## src/rtl/timer_pkg.sv

```systemverilog
// Shared constants and types for the timer APB port.
// Register offsets, STATUS bit positions, APB FSM states, compare reset value.
package timer_pkg;

    localparam logic [11:0] OFF_CNT_LO = 12'h004;
    localparam logic [11:0] OFF_CNT_HI = 12'h008;
    localparam logic [11:0] OFF_CMP_LO = 12'h00C;
    localparam logic [11:0] OFF_CMP_HI = 12'h010;
    localparam logic [11:0] OFF_STATUS = 12'h014;

    localparam int ST_PEND = 0;
    localparam int ST_EN   = 1;
    localparam int ST_SNAP = 2;

    localparam logic [63:0] CMP_RST = 64'hFFFF_FFFF_FFFF_FFFF;

    typedef enum logic [1:0] {
        IDLE,
        SETUP,
        ACCESS
    } apb_state_t;

endpackage

```

## src/rtl/timer_cmp.sv

```systemverilog
// 64-bit compare registers, unsigned >= comparator and level interrupt.
// Ports: clk, rst_n, cnt, wr_lo/wr_hi/wr_status strobes + wdata; cmp_lo/hi, irq_pending, irq_en, tmr_irq.
import timer_pkg::*;

module timer_cmp (
    input  logic        clk,
    input  logic        rst_n,
    input  logic [63:0] cnt,
    input  logic        wr_lo,
    input  logic        wr_hi,
    input  logic        wr_status,
    input  logic [31:0] wdata,
    output logic [31:0] cmp_lo,
    output logic [31:0] cmp_hi,
    output logic        irq_pending,
    output logic        irq_en,
    output logic        tmr_irq
);

    logic hit;

    assign hit     = (cnt >= {cmp_hi, cmp_lo});
    assign tmr_irq = irq_pending & irq_en;

    always_ff @(posedge clk or negedge rst_n) begin
        if (!rst_n) begin
            cmp_lo      <= CMP_RST[31:0];
            cmp_hi      <= CMP_RST[63:32];
            irq_pending <= 1'b0;
            irq_en      <= 1'b0;
        end else begin
            if (wr_lo)
                cmp_lo <= wdata;
            if (wr_hi)
                cmp_hi <= wdata;
            if (wr_status)
                irq_en <= wdata[ST_EN];
            // a live compare hit beats a same-edge W1C
            if (hit)
                irq_pending <= 1'b1;
            else if (wr_status && wdata[ST_PEND])
                irq_pending <= 1'b0;
        end
    end

endmodule

```

## src/rtl/timer_apb_port.sv

```systemverilog
// APB3 responder: coherent 64-bit count reads, compare and STATUS registers.
// Ports: clk, rst_n, APB (psel..pslverr), cnt from counter block, tmr_irq.
import timer_pkg::*;

module timer_apb_port #(
    parameter logic [31:0] BASE_ADDR   = 32'h2000_0000,
    parameter int          WAIT_STATES = 0
) (
    input  logic        clk,
    input  logic        rst_n,
    input  logic        psel,
    input  logic        penable,
    input  logic        pwrite,
    input  logic [31:0] paddr,
    input  logic [31:0] pwdata,
    output logic [31:0] prdata,
    output logic        pready,
    output logic        pslverr,
    input  logic [63:0] cnt,
    output logic        tmr_irq
);

    localparam logic [3:0] WS = 4'(WAIT_STATES);

    apb_state_t  state, state_d, phase;
    logic [3:0]  wait_cnt;
    logic [31:0] rdata_q, rdata_d;
    logic        err_q, err_d;
    logic [31:0] snap_hi;
    logic        snap_valid;
    logic [11:0] off;
    logic        wr_ok;
    logic [31:0] cmp_lo, cmp_hi;
    logic        irq_pending, irq_en;
    logic        unused_ok;

    // window hit is decoded upstream; only the 4 KB offset matters here
    assign unused_ok = ^{paddr[31:12], BASE_ADDR};
    assign off       = paddr[11:0];

    // the setup cycle is the idle cycle that sees psel & !penable
    assign phase = (state == IDLE && psel && !penable) ? SETUP : state;

    assign pready  = (state == ACCESS) && (wait_cnt == WS);
    assign prdata  = (state == ACCESS) ? rdata_q : 32'd0;
    assign pslverr = (state == ACCESS) ? err_q : 1'b0;

    always_comb begin
        state_d = state;
        unique case (phase)
            IDLE:    state_d = IDLE;
            SETUP:   state_d = ACCESS;
            ACCESS:  if (pready || !psel) state_d = IDLE;
            default: state_d = IDLE;
        endcase
    end

    always_comb begin
        rdata_d = 32'd0;
        err_d   = 1'b0;
        unique case (off)
            OFF_CNT_LO: rdata_d = cnt[31:0];
            OFF_CNT_HI: rdata_d = snap_valid ? snap_hi : cnt[63:32];
            OFF_CMP_LO: rdata_d = cmp_lo;
            OFF_CMP_HI: rdata_d = cmp_hi;
            OFF_STATUS: rdata_d = {29'd0, snap_valid, irq_en, irq_pending};
            default:    err_d = 1'b1;
        endcase
        if (pwrite)
            rdata_d = 32'd0;
    end

    always_ff @(posedge clk or negedge rst_n) begin
        if (!rst_n) begin
            state      <= IDLE;
            wait_cnt   <= 4'd0;
            rdata_q    <= 32'd0;
            err_q      <= 1'b0;
            snap_hi    <= 32'd0;
            snap_valid <= 1'b0;
        end else begin
            state <= state_d;
            if (phase == SETUP) begin
                wait_cnt <= 4'd0;
                rdata_q  <= rdata_d;
                err_q    <= err_d;
                if (!pwrite && off == OFF_CNT_LO) begin
                    snap_hi    <= cnt[63:32];
                    snap_valid <= 1'b1;
                end
                if (!pwrite && off == OFF_CNT_HI)
                    snap_valid <= 1'b0;
            end else if (state == ACCESS && wait_cnt != WS) begin
                wait_cnt <= wait_cnt + 4'd1;
            end
        end
    end

    assign wr_ok = (state == ACCESS) && psel && penable && pready
                   && pwrite && !err_q;

    timer_cmp u_cmp (
        .clk         (clk),
        .rst_n       (rst_n),
        .cnt         (cnt),
        .wr_lo       (wr_ok && off == OFF_CMP_LO),
        .wr_hi       (wr_ok && off == OFF_CMP_HI),
        .wr_status   (wr_ok && off == OFF_STATUS),
        .wdata       (pwdata),
        .cmp_lo      (cmp_lo),
        .cmp_hi      (cmp_hi),
        .irq_pending (irq_pending),
        .irq_en      (irq_en),
        .tmr_irq     (tmr_irq)
    );

endmodule

```

## config.mk

```make
export PLATFORM = sky130hd
export DESIGN_NAME = timer_apb_port
export DESIGN_NICKNAME = d
export VERILOG_FILES = /design/src/rtl/timer_pkg.sv /design/src/rtl/timer_cmp.sv /design/src/rtl/timer_apb_port.sv
export SDC_FILE = /design/constraint.sdc
export NUM_CORES = 1
export LEC_CHECK = 0
export CAP_MARGIN = 10
export CORE_MARGIN = 2
export CORE_UTILIZATION = 52
export CTS_CLUSTER_DIAMETER = 100
export DETAILED_ROUTE_END_ITERATION = 6
export HOLD_SLACK_MARGIN = 0.15
export PLACE_DENSITY = 0.81
export SLEW_MARGIN = 5
export SYNTH_ARGS = -nofsm -noshare
export SYNTH_HDL_FRONTEND = slang
export SYNTH_SLANG_ARGS = --single-unit
```

## constraint.sdc

```tcl
create_clock -name clk -period 2.4 [get_ports clk]
set_input_delay 0.48 -clock clk [delete_from_list [all_inputs] [get_ports clk]]
set_output_delay 0.48 -clock clk [all_outputs]
set_load 0.02 [all_outputs]
```

==> metrics.md <==
| Metric | Value |
|---|---|
| Critical path's largest stage delay | `about 570 ps` |
| Detailed-route wire length | `25900 µm` |
| Pint | `0.00402 W` |
| Status | `complete, no violations` |
| Antenna violations before repair | `0` |
| Avg Cell Area, Syn | `10.2 µm²` |
| Die H | `129 µm` |
| Area delta synth->final | `38.1%` |
| Post-route clock skew | `10.9 ps` |
| Largest net degree at the start of global routing | `46` |
| LEAKAGE | `5.52 nW` |
| Synthesized area | `8070 µm²` |
| Worst Hold Slack | `471 ps` |
| Final-report hold violation count | `0` |
| Reg2Reg Setup Slack | `30 ps` |
| Power per Cell Area | `roughly 470 nW/µm²` |
| Worst-Margin Slew | `~640 ps` |
| HPWL Detailed | `16800 µm` |
| Core outline area | `15200 µm²` |
| Critical Path Fanout Max | `7` |
| CP Capture Type | `flip-flop` |
| WP data arrival | `2710 ps` |
| Worst path slowest cell | `or4_4` |
| Switching Share | `24.0%` |
| Crit Path Category | `primary input to flip-flop` |
| Clock transition at path regs | `50 ps` |
| Power share of the combinational group | `roughly a tenth` |
| # setup viols final | `0` |
| Max_cap viols | `0` |
| CP top delay family | `simple AND/OR/NAND/NOR gates` |
| GR Overflow Total | `0` |
| Clk buf depth | `2` |
| Mapped Nets | `between 900 and 1k` |
| Final worst-path cycle share | `between 90% and 100%` |
| Site Rows | `45` |
| GRT Total Usage | `31.4%` |
| N_diodes | `0` |
| Worst path cell trace | `clkdlybuf4s15_1 > or4_4 > or4_4 > nor4b_4 > buf_4 > buf_12 > mux2_4` |
| Count of pins over their slew limit | `0` |
| Cells after Synth | `a little under 800` |
| DRT antenna net count | `0` |
| Critical Path RT | `2710 ps` |
| Crit path buf inv count | `3` |
| Vias post-DR | `about 7.3k` |
| Share of layout cells above drive strength 1 | `24.8%` |
| Startpoint types | `primary input` |
| DIE AREA | `16500 µm²` |
| WL/cell | `21.6 µm` |
| Fmax | `418 MHz` |
| EDFF count, synth | `0` |
| Post-Route Setup TNS | `0 ps` |
| Fraction of registers with async set or reset after synthesis | `100%` |
| Cell repeated most along the worst path | `or4_4` |
| Fill count | `1026` |
| Vias per inst | `6.09` |
| Relative slew slack | `57.2%` |
| Vias in the first global route | `7593` |
| Worst vdd ir | `0.000527 V` |
| First-pass GRT wire length | `39300 µm` |
| Syn. warnings | `0` |
| Psw | `0.00127 W` |
| Share of total power in the clock network | `46.0%` |
| Starting Density | `between 50% and 60%` |
| I/O Buffers | `~150` |
| Gpl congestion | `0.880` |
| Top FF cell, synth | `dfrtp_1` |
| Die X | `129 µm` |
| Flop pwr share | `43.8%` |
| CTS tree | `built` |
| Register area share after synthesis | `43.5%` |
| Root Driver | `clkbuf_16` |
| Residual DRC count | `0` |
| Number of distinct library cells after synthesis | `51` |
| TritonCTS Buffers | `17` |
| CTS Sinks | `137` |
| Io pins | `168` |
| Pre-antenna DRT Iters | `7` |
| Crit path time final | `2390 ps` |
| Clock latency on the worst-skew pair | `440 ps` |
| Yosys reg bits | `137` |
| Nets@finish | `1201` |
| H-tree depth | `4` |
| Detailed Route Iter0 Violations | `793` |
| Worst hold path class | `flip-flop to flip-flop` |
-- sequential cells by signal (all words and copies together) (netlist names) --
name,flops
err_q,1
rdata_q,32
snap_hi,32
snap_valid,1
state,1
u_cmp.cmp_hi,32
u_cmp.cmp_lo,32
u_cmp.irq_en,1
u_cmp.irq_pending,1
wait_cnt,4
-- worst min-delay path, cell delays in order, from the launching register on --
cell and delay [ps]:
dfrtp_1 330, nand2_1 50, o31ai_1 50
-- final cells by class --
cell class / count / area [µm²] / share of cell area [%]
Multi-Input combinational cell: 543 / 4240 / 38.0
Sequential cell: 137 / 3510 / 31.5
Timing Repair Buffer: 234 / 2370 / 21.2
Clock buffer: 25 / 495 / 4.44
Inverter: 69 / 259 / 2.32
Tap cell: 188 / 235 / 2.11
Clock inverter: 7 / 42.5 / 0.381
-- worst paths after layout --
kind,from,to,depth (start not counted)
setup reg to reg,state[1]$_DFFE_PN0P_,snap_hi[16]$_DFFE_PN0P_,8
min in group asynchronous,rst_n,rdata_q[6]$_DFFE_PN0P_,2
hold reg to reg,rdata_q[1]$_DFFE_PN0P_,rdata_q[1]$_DFFE_PN0P_,2
setup / recovery,paddr[9],snap_hi[16]$_DFFE_PN0P_,7
max in group asynchronous,rst_n,u_cmp.cmp_hi[18]$_DFFE_PN1P_,3
hold / removal,rdata_q[1]$_DFFE_PN0P_,rdata_q[1]$_DFFE_PN0P_,2
-- cells in the mapped netlist (all sizes together), types with 10 or more instances --
cell     n  area share [%]
nand2   92             4.3
o21ai   75             4.6
dfrtp   73              23
inv     69             3.2
ha      66              10
mux2    65             9.1
dfstp   64              21
and2    35             2.7
mux2i   32             4.0
a21oi   31             1.9
a222oi  29             3.6
o21bai  29             2.7
clkbuf  26             1.2
buf     19             1.5
nor2    13            0.60
nand3   11            0.68
nand4   10            0.77
-- what timing repair did --
item,in CTS,in global routing
setup endpoints to repair,164,73
cloned,3,1
gates resized for setup,55,41
setup buffers,5,2
hold endpoints to repair,16,0
pin swaps,5,8
hold buffers,1,0
-- layer usage --
metal	GRT usage, %	vias up	part of all wire, %	wire length, µm
met5	0	-	0	0
met4	16.4	0	3.4	886
met3	7.82	75	8.9	2300
met2	51.9	426	49	12700
met1	38.3	3572	39	10100
li1	-	3259	-	-
-- cells by family after synthesis --
logic type | after synthesis | synth area share [%]
XOR/XNOR | 3 | 0.326
multiplexers | 97 | 13.0
AO/OA/AOI/OAI | 190 | 15.4
adder cells (fa/ha/maj) | 66 | 10.2
AND/OR/NAND/NOR | 187 | 11.6
flip-flops | 137 | 43.5
buffers and inverters | 114 | 5.87
-- power by group through the flow --
stage / combinational (W) / sequential [W] / clock [W]
6_report: 0.000542 / 0.00232 / 0.00243
5_1_grt: 0.000580 / 0.00232 / 0.00255
4_1_cts: 0.000528 / 0.00232 / 0.00242
3_5_place_dp: 0.000519 / 0.00236 / 0
3_3_place_gp: 0.000510 / 0.00236 / 0
2_1_floorplan: 0.000122 / 0.00236 / 0
-- cell usage in the layout (no fill, tap or decap), types with 3 or more instances in the layout --
cell | Yosys | final
a222oi_1 | 29 | 29
ha_1 | 66 | 66
clkbuf_16 | 0 | 18
clkinv_2 | 0 | 4
dlymetal6s2s_1 | 0 | 33
buf_6 | 3 | 4
nor2_1 | 13 | 12
clkinvlp_4 | 0 | 3
nand2_1 | 92 | 92
mux2_2 | 34 | 33
clkdlybuf4s15_1 | 0 | 4
a21o_1 | 4 | 4
a221oi_1 | 3 | 3
o31ai_1 | 3 | 3
buf_4 | 2 | 71
inv_1 | 69 | 69
o2bb2ai_1 | 3 | 3
clkbuf_8 | 0 | 4
a21oi_1 | 31 | 31
nand4_1 | 10 | 10
and4_1 | 4 | 4
dfstp_2 | 64 | 64
nor2b_1 | 5 | 4
o21ai_0 | 75 | 73
buf_12 | 0 | 10
nand3_1 | 11 | 11
dlygate4sd2_1 | 0 | 4
o21bai_1 | 29 | 29
clkdlybuf4s50_1 | 0 | 103
mux2_1 | 31 | 7
mux2_4 | 0 | 25
dfrtp_1 | 73 | 72
and2_1 | 35 | 35
mux2i_1 | 32 | 32
clkbuf_1 | 26 | 4
-- stage by stage --
step	util, %	total power, W	setup slack, ps	std cells	cell area (µm²)
2_1_floorplan	-	0.00248	-142	794	8080
3_3_place_gp	67.5	0.00287	-589	1161	10300
3_5_place_dp	67.5	0.00288	-625	1161	10300
4_1_cts	72.8	0.00527	-49.6	1202	11100
5_1_grt	73.4	0.00545	-9.43	1203	11200
6_report	73.4	0.00530	6.78	1203	11200
Power figures use the tool's default switching activity.
